File: config.mk
export PLATFORM = sky130hd
export DESIGN_NAME = seq_alu
export DESIGN_NICKNAME = d
export VERILOG_FILES = /design/src/rtl/seq_alu.sv
export SDC_FILE = /design/constraint.sdc
export NUM_CORES = 1
export LEC_CHECK = 0
export CORE_MARGIN = 10
export CORE_UTILIZATION = 45
export CTS_BUF_LIST = sky130_fd_sc_hd__clkbuf_8
export DETAILED_ROUTE_END_ITERATION = 6
export HOLD_SLACK_MARGIN = 0.1
export PLACE_DENSITY = 0.68
export RECOVER_POWER = 25
export SETUP_SLACK_MARGIN = 0.3
export SLEW_MARGIN = 0
export SYNTH_ARGS = -nofsm -noshare
export SYNTH_HDL_FRONTEND = slang
export SYNTH_SLANG_ARGS = --single-unit
export TNS_END_PERCENT = 1
File: constraint.sdc
create_clock -name clk -period 3.9 [get_ports clk]
set_clock_uncertainty 0.2 [all_clocks]
set_input_delay 0.78 -clock clk [delete_from_list [all_inputs] [get_ports clk]]
set_output_delay 0.78 -clock clk [all_outputs]
set_load 0.005 [all_outputs]
File: src/rtl/seq_alu.sv
// seq_alu: registered ALU with a start/done handshake.
// Single-cycle ops complete at the accepting edge. MUL (shift-add) and
// DIV (restoring) iterate once per clock for LEN clocks.
//
// state | meaning
// IDLE  | waiting for start; single-cycle ops complete here
// RUN   | multi-cycle MUL/DIV iterating, counter counts down to 0
module seq_alu #(
  parameter int LEN = 8
) (
  input  logic           clk,
  input  logic           resetn,
  input  logic           start,
  input  logic [3:0]     code,
  input  logic [LEN-1:0] A,
  input  logic [LEN-1:0] B,
  output logic [LEN-1:0] out,
  output logic [LEN-1:0] out_hi,
  output logic           done,
  output logic           busy,
  output logic [3:0]     flags,
  output logic           err
);

  localparam int CNT_W = $clog2(LEN) + 1;

  localparam logic [3:0] OP_ADD  = 4'd0;
  localparam logic [3:0] OP_SUB  = 4'd1;
  localparam logic [3:0] OP_AND  = 4'd2;
  localparam logic [3:0] OP_OR   = 4'd3;
  localparam logic [3:0] OP_XOR  = 4'd4;
  localparam logic [3:0] OP_NOT  = 4'd5;
  localparam logic [3:0] OP_SHL  = 4'd6;
  localparam logic [3:0] OP_SHR  = 4'd7;
  localparam logic [3:0] OP_PASS = 4'd8;
  localparam logic [3:0] OP_MUL  = 4'd9;
  localparam logic [3:0] OP_DIV  = 4'd10;

  typedef enum logic {IDLE, RUN} state_t;

  state_t           state;
  logic [CNT_W-1:0] cnt;
  logic [LEN-1:0]   a_q;
  logic [LEN-1:0]   b_q;
  logic             is_div;
  // MUL: hi_q = partial product high half, lo_q = multiplier shifting out / product low half.
  // DIV: hi_q = partial remainder, lo_q = dividend shifting out / quotient shifting in.
  logic [LEN-1:0]   hi_q;
  logic [LEN-1:0]   lo_q;

  logic [LEN:0]     sum;
  logic [LEN:0]     diff;
  logic [LEN-1:0]   s_out;
  logic [LEN-1:0]   s_hi;
  logic             s_c;
  logic             s_v;
  logic             s_err;
  logic             s_multi;
  logic [3:0]       s_flags;

  logic [LEN:0]     madd;
  logic [LEN:0]     d_sh;
  logic [LEN:0]     d_diff;
  logic             d_ge;
  logic [LEN-1:0]   n_hi;
  logic [LEN-1:0]   n_lo;

  // Single-cycle result, flags and multi-cycle dispatch decision from the live inputs
  always_comb begin
    sum     = {1'b0, A} + {1'b0, B};
    diff    = {1'b0, A} - {1'b0, B};
    s_out   = '0;
    s_hi    = '0;
    s_c     = 1'b0;
    s_v     = 1'b0;
    s_err   = 1'b0;
    s_multi = 1'b0;
    case (code)
      OP_ADD: begin
        s_out = sum[LEN-1:0];
        s_c   = sum[LEN];
        s_v   = (A[LEN-1] == B[LEN-1]) && (sum[LEN-1] != A[LEN-1]);
      end
      OP_SUB: begin
        s_out = diff[LEN-1:0];
        s_c   = diff[LEN];
        s_v   = (A[LEN-1] != B[LEN-1]) && (diff[LEN-1] != A[LEN-1]);
      end
      OP_AND:  s_out = A & B;
      OP_OR:   s_out = A | B;
      OP_XOR:  s_out = A ^ B;
      OP_NOT:  s_out = ~A;
      OP_SHL: begin
        s_out = {A[LEN-2:0], 1'b0};
        s_c   = A[LEN-1];
      end
      OP_SHR: begin
        s_out = {1'b0, A[LEN-1:1]};
        s_c   = A[0];
      end
      OP_PASS: s_out = B;
      OP_MUL:  s_multi = 1'b1;
      OP_DIV: begin
        // Divide by zero short-circuits to a saturated quotient instead of iterating.
        if (B == '0) begin
          s_out = '1;
          s_hi  = A;
          s_v   = 1'b1;
        end else begin
          s_multi = 1'b1;
        end
      end
      default: s_err = 1'b1;
    endcase
    // Illegal opcodes report all-zero flags, including Z.
    s_flags = s_err ? 4'b0000 : {s_out[LEN-1], (s_out == '0), s_c, s_v};
  end

  // One MUL or DIV iteration computed from the held partial state
  always_comb begin
    madd   = lo_q[0] ? ({1'b0, hi_q} + {1'b0, a_q}) : {1'b0, hi_q};
    d_sh   = {hi_q, lo_q[LEN-1]};
    d_diff = d_sh - {1'b0, b_q};
    // Remainder stays below the divisor, so the top bit of the difference is a clean borrow.
    d_ge   = ~d_diff[LEN];
    if (is_div) begin
      n_hi = d_ge ? d_diff[LEN-1:0] : d_sh[LEN-1:0];
      n_lo = {lo_q[LEN-2:0], d_ge};
    end else begin
      n_hi = madd[LEN:1];
      n_lo = {madd[0], lo_q[LEN-1:1]};
    end
  end

  // Control FSM with registered results and handshake
  always_ff @(posedge clk or negedge resetn) begin
    if (!resetn) begin
      state  <= IDLE;
      cnt    <= '0;
      a_q    <= '0;
      b_q    <= '0;
      is_div <= 1'b0;
      hi_q   <= '0;
      lo_q   <= '0;
      out    <= '0;
      out_hi <= '0;
      flags  <= '0;
      err    <= 1'b0;
      done   <= 1'b0;
      busy   <= 1'b0;
    end else begin
      done <= 1'b0;
      case (state)
        IDLE: begin
          if (start) begin
            if (s_multi) begin
              a_q    <= A;
              b_q    <= B;
              is_div <= (code == OP_DIV);
              hi_q   <= '0;
              lo_q   <= (code == OP_DIV) ? A : B;
              cnt    <= CNT_W'(LEN);
              busy   <= 1'b1;
              state  <= RUN;
            end else begin
              out    <= s_out;
              out_hi <= s_hi;
              flags  <= s_flags;
              err    <= s_err;
              done   <= 1'b1;
            end
          end
        end
        RUN: begin
          hi_q <= n_hi;
          lo_q <= n_lo;
          cnt  <= cnt - CNT_W'(1);
          if (cnt == CNT_W'(1)) begin
            out    <= n_lo;
            out_hi <= n_hi;
            flags  <= {n_lo[LEN-1], (n_lo == '0), (!is_div && (n_hi != '0)), 1'b0};
            err    <= 1'b0;
            done   <= 1'b1;
            busy   <= 1'b0;
            state  <= IDLE;
          end
        end
        default: state <= IDLE;
      endcase
    end
  end

endmodule

After elaboration in Yosys (flattened, before gate mapping) --
Index checks and enable logic that the tools add are counted.
Storage, ports and cells: register bits 61, bits of input ports 23, output and inout port bits 23, word-level logic and storage cells 109
Cells by class: add/sub/neg operators 5, equality and inequality tests 19, multiplexer cells 52, bitwise logic cells 6, reduce and logical (&&, ||, !) cells 14
Operator list (count):
- 2-to-1 mux 8 bit | 17
- case mux 8 bit (10 select lines) | 1
- case mux 8 bit (2 select lines) | 4
- logical NOT 8 bit | 3
- 2-to-1 mux 4 bit | 6
- adder 8 x 8 -> 9 bit | 2
- == test 4 x 3 -> 1 bit (second input constant) | 4
- case mux 4 bit (2 select lines) | 2
- 2-to-1 mux 1 bit | 14
- == test 4 bit (second input constant) | 3
- OR reduction 11 bit | 1
- case mux 1 bit (2 select lines) | 5
- 2-to-1 mux 9 bit | 1
- AND reduction 3 bit | 3
- subtractor 8 x 8 -> 9 bit | 1
- subtractor 9 x 8 -> 9 bit | 1
- bitwise AND 8 bit | 1
- == test 4 x 1 -> 1 bit (second input constant) | 2
- == test 4 x 2 -> 1 bit (second input constant) | 2
- NOT 8 bit | 1
- OR 8 bit | 1
- nonzero test 8 bit | 1
- XOR 8 bit | 1
- != test 2 bit (second input constant) | 3
- other kinds (11) | 16

Longest topological paths before layout --
depth after elaboration 8, gate-level depth with buffers 13, gate-level depth less buffers 12

Worst setup path after synthesis --
Ideal clock, no wire load.
path kind input to register, start in A[0], end reg flags[1], library setup time 132 ps, arrival time 2961 ps, required time 3568 ps, slack 607 ps, stages 10, buffers on the path 0, cell sequence ha_1 > fa_1 > a21o_1 > a221o_1 > o21ai_0 > a21oi_1 > or4_4 > nand2b_4 > a211oi_2 > a31oi_1
On the way: longest elaborated chain between the ends 6
RTL lines:
- start, declared | RTL line 15 | input logic [LEN-1:0] A,
- subtractor 8 x 8 -> 9 bit / adder 8 x 8 -> 9 bit (equally long branches) | RTL line 71, 70
- case mux 1 bit (4 select lines) (*) | RTL line 78 | case (code)
- 2-to-1 mux 4 bit (*) | RTL line 116 | s_flags = s_err ? 4'b0000 : {s_out[LEN-1], (s_out == '0), s_c, s_v};
- 2-to-1 mux 4 bit (*) | RTL line 156 | if (s_multi) begin
- 2-to-1 mux 4 bit (*) | RTL line 155 | if (start) begin
- case mux 4 bit (2 select lines) (*) | RTL line 153 | case (state)
- end signal, assigned | RTL line 168 | flags <= s_flags;
- end signal, assigned | RTL line 181 | flags <= {n_lo[LEN-1], (n_lo == '0), (!is_div && (n_hi != '0)), 1'b0};
- end, declared | RTL line 21 | output logic [3:0] flags,
Mark *: on every way between the ends. The rest lies on a longest branch, timed or not. The select of a mux whose other input is x is not followed. A chain may end at the register's enable or synchronous reset.

Worst setup path after layout --
start in B[0], end reg flags[1]
On the way: longest elaborated chain between the ends 6
RTL lines:
- start, declared | RTL line 16 | input logic [LEN-1:0] B,
- subtractor 8 x 8 -> 9 bit / adder 8 x 8 -> 9 bit (equally long branches) | RTL line 71, 70
- case mux 1 bit (4 select lines) | RTL line 78
- 2-to-1 mux 4 bit | RTL line 116
- 2-to-1 mux 4 bit | RTL line 156
- 2-to-1 mux 4 bit | RTL line 155
- case mux 4 bit (2 select lines) | RTL line 153
Several ways; a longest one is shown, not always the timed one. The select of a mux whose other input is x is not followed.

==> results.py <==
metrics = {
    "critical_path": {
        "critPathSlowestCell": "or4_4",
        "max_stage_delay_ns": 0.53,
        "cp-end-kind": "flip-flop",
        "crit_arrival_ns": 3.57,
        "criticalPathCategory": "primary input to flip-flop",
        "path_max_fanout": 2,
        "crit_path_cell_trace": "clkdlybuf4s50_1, ha_1, fa_1, a21o_1, a221o_1, o21ai_0, a21oi_1, or4_4, nand2b_4, a211oi_2, a31oi_1",
        "rr_startpoint": "lo_q[7]$_DFFE_PN0P_",
        "cp.required_ns": 3.93,
        "crit_path_start": "B[0]",
        "cp-start-kind": "primary input",
    },
    "placed_design": {
        "place_ws_ns": -0.0946,
        "dp_hpwl_um": 14200,
        "gp_congestion": 0.972,
        "io_buffers": 45,
    },
    "global_routing": {
        "grt_pass1_wl_um": 28600,
        "grt_use_total_pct": 21.7,
        "grt_pass1_vias": 5288,
        "grt-ovfl-total": 0,
        "grt_antenna_before_repair": 0,
        "grt_max_degree": 47,
    },
    "timing": {
        "whs_ns": 0.293,
        "slew_headroom_pct": -63.4,
        "fmax_mhz": 283,
        "worst_slack_ns": 0.360,
        "fin_crit_ns": 3.54,
        "setup_violations": 0,
        "hold_viol": 0,
        "tightest_slew_ns": 2.45,
        "rsz0062_at_grt": "true",
        "slew_violations": 47,
        "min_period_over_period_pct": 90.8,
    },
    "route": {
        "routedWlPerCell_um": 20.2,
        "ant_nets": 0,
        "dr.pass1.iters": 5,
        "vias": 5372,
        "viasPerCell": 6.08,
        "drc": 0,
        "drt-total-wl_um": 17800,
        "drtIter0Drc": 615,
    },
    "yosys": {
        "synthFlopType": "dfrtp_1",
        "netlist_top_cells_area": "dfrtp_1 29%, ha_1 10%, a21oi_1 5.8%, nor2_1 5.1%, o21ai_0 4.5%",
        "synth_top_area_cell": "dfrtp_1",
        "seq_area_frac_synth_pct": 28.8,
        "synth-seq-cells": 61,
        "synth_area_per_cell_um2": 8.02,
        "synthArstFlopShare_pct": 100,
        "yosysWarnings": 0,
        "ys_types": 68,
        "synth.cell_area_mm2": 0.00531,
        "synth-edff-count": 0,
        "netlist_top_cells_count": "72 x nor2_1, 62 x a21oi_1, 61 x dfrtp_1, 56 x nand2_1, 48 x o21ai_0",
        "synth.most_common_cell": "nor2_1",
        "syn_inst": 662,
        "synth_nets": 732,
        "yosys.area.top_type_share_pct": 28.8,
    },
    "clock_tree": {
        "htreeDepth": 3,
        "cts_tree": "done",
        "cts.sink_count": 61,
        "clk_latency_ns": 0.36,
        "cts_post_setup_buffers_inserted": 0,
        "clock-root-buffer": "clkbuf_8",
        "cts_hold_buf": 0,
        "cts_buffers": 9,
        "cts_buffer_depth": 2,
        "cts.clk_slew.worst_paths_ns": 0.07,
    },
    "floorplan": {
        "placementRows": 39,
        "die_x_um": 129,
        "dieHeight_um": 129,
        "coreArea_mm2": 0.0115,
        "die_area_mm2": 0.0165,
        "initial_utilization_pct": 46.3,
        "ioPinCount": 46,
    },
    "run_status": {
        "status": "finished, violations left",
        "violations": "capacitance limit, slew limit",
    },
    "worst_hold_path": {
        "hp-class": "flip-flop to flip-flop",
        "hold_start": "flags[0]$_DFFE_PN0P_",
    },
    "pwr": {
        "power_density_mw_per_mm2": 670,
        "p_total_mw": 4.31,
        "max-vdd-ir-drop_v": 0.000615,
        "power.leakage_nw": 2.91,
    },
    "finish": {
        "area_growth_pct": 21.1,
        "layout.nets": 805,
        "n_fill_cell": 1101,
        "drive_gt1_share_pct": 12.2,
        "diodes": 0,
    },
    "flow_run": {
        "cap_violations": 1,
    },
}
-- final timing paths --
| kind | end | slack [ns] | depth (start not counted) |
|---|---|---|---|
| min in group asynchronous | hi_q[0]$_DFFE_PN0P_ | 0.96 | 1 |
| worst min-delay path | flags[0]$_DFFE_PN0P_ | 0.29 | 2 |
| max in group asynchronous | out[3]$_DFFE_PN0P_ | 1.13 | 1 |
| worst max register to register | out_hi[2]$_DFFE_PN0P_ | 0.41 | 12 |
| worst max-delay path | flags[1]$_DFFE_PN0P_ | 0.36 | 11 |
| worst min register to register | flags[0]$_DFFE_PN0P_ | 0.29 | 2 |
-- flip-flops by register name, summed over array words and instances, names as in the netlist --
| register | cells |
|---|---|
| lo_q | 8 |
| is_div | 1 |
| cnt | 4 |
| state | 1 |
| a_q | 8 |
| hi_q | 8 |
| out_hi | 8 |
| flags | 4 |
| busy | 1 |
| b_q | 8 |
| err | 1 |
| done | 1 |
| out | 8 |
-- worst max-delay path, delay by kind of cell --
family | cells | cell delay [ns]
AND/OR/NAND/NOR | 2 | 0.68
adder cells (fa/ha/maj) | 2 | 0.61
AO/OA/AOI/OAI | 6 | 1.04
buffers and inverters | 1 | 0.45
-- report_power, final --
group,internal [mW],total [mW],switching (mW)
Sequential,0.924,1.22,0.297
Combinational,1.14,2.53,1.39
Clock,0.305,0.556,0.251
Total,2.37,4.31,1.94
-- placed cells by master (no fill, tap or decap), drive strengths merged, types with 4 or more instances in the layout --
cell,count
fa,4
o211ai,4
and3,8
nor2b,12
nor2,72
a221o,4
dfrtp,61
a21oi,62
o221ai,6
a22oi,9
o22ai,6
a221oi,5
clkdlybuf4s50,43
ha,43
o31a,4
mux2i,7
xor2,5
nand2b,9
o21a,6
o22a,5
nor3b,7
nand3b,4
a21o,16
nand2,56
a211oi,7
buf,56
a31oi,9
mux2,8
nor3,16
a22o,6
nor4,5
o21bai,5
clkbuf,11
inv,45
nand3,11
o31ai,7
xnor2,6
o21ai,53
-- logic make-up (layout without fill, tap and decap cells) --
family / after synthesis / in the layout / share of synthesized area [%]
fa+ha+maj: 47 / 47 / 11.6
flops: 61 / 61 / 28.8
compound gates: 231 / 231 / 28.6
xor+xnor: 11 / 11 / 1.81
simple gates: 214 / 214 / 20.1
mux: 15 / 15 / 3.02
buf+inv: 83 / 161 / 6.15
-- per-layer routing --
| metal | vias to the layer above | wire, µm | GRT usage (%) |
|---|---|---|---|
| li1 | 2555 | - | - |
| met1 | 2553 | 7490 | 27.1 |
| met2 | 211 | 8390 | 34.9 |
| met3 | 53 | 1170 | 4.44 |
| met4 | 0 | 772 | 11.0 |
| met5 | - | 0 | 0 |
-- area by class of cell --
type | instances | area (µm²) | share of cell area [%]
Inverter | 44 | 165 | 2.57
Sequential cell | 61 | 1530 | 23.7
Clock buffer | 10 | 138 | 2.14
Tap cell | 143 | 179 | 2.78
Timing Repair Buffer | 101 | 901 | 14.0
Multi-Input combinational cell | 518 | 3470 | 53.9
Clock inverter | 6 | 55.1 | 0.856
-- per-stage QoR --
stage	cell area, µm²	util (%)	setup TNS (ns)	instances
after floorplan	5310	-	0	662
after global placement	6240	54.4	-0.0833	867
after detailed placement	6240	54.4	-0.0946	867
after CTS	6430	56.1	0	883
after global routing	6430	56.1	0	883
final	6430	56.1	0	883
-- repair_timing --
item                       CTS  global route
setup endpoints to repair    1             6
gates resized for setup      1             1
pin swaps                    0             0
Power figures use the tool's default switching activity.
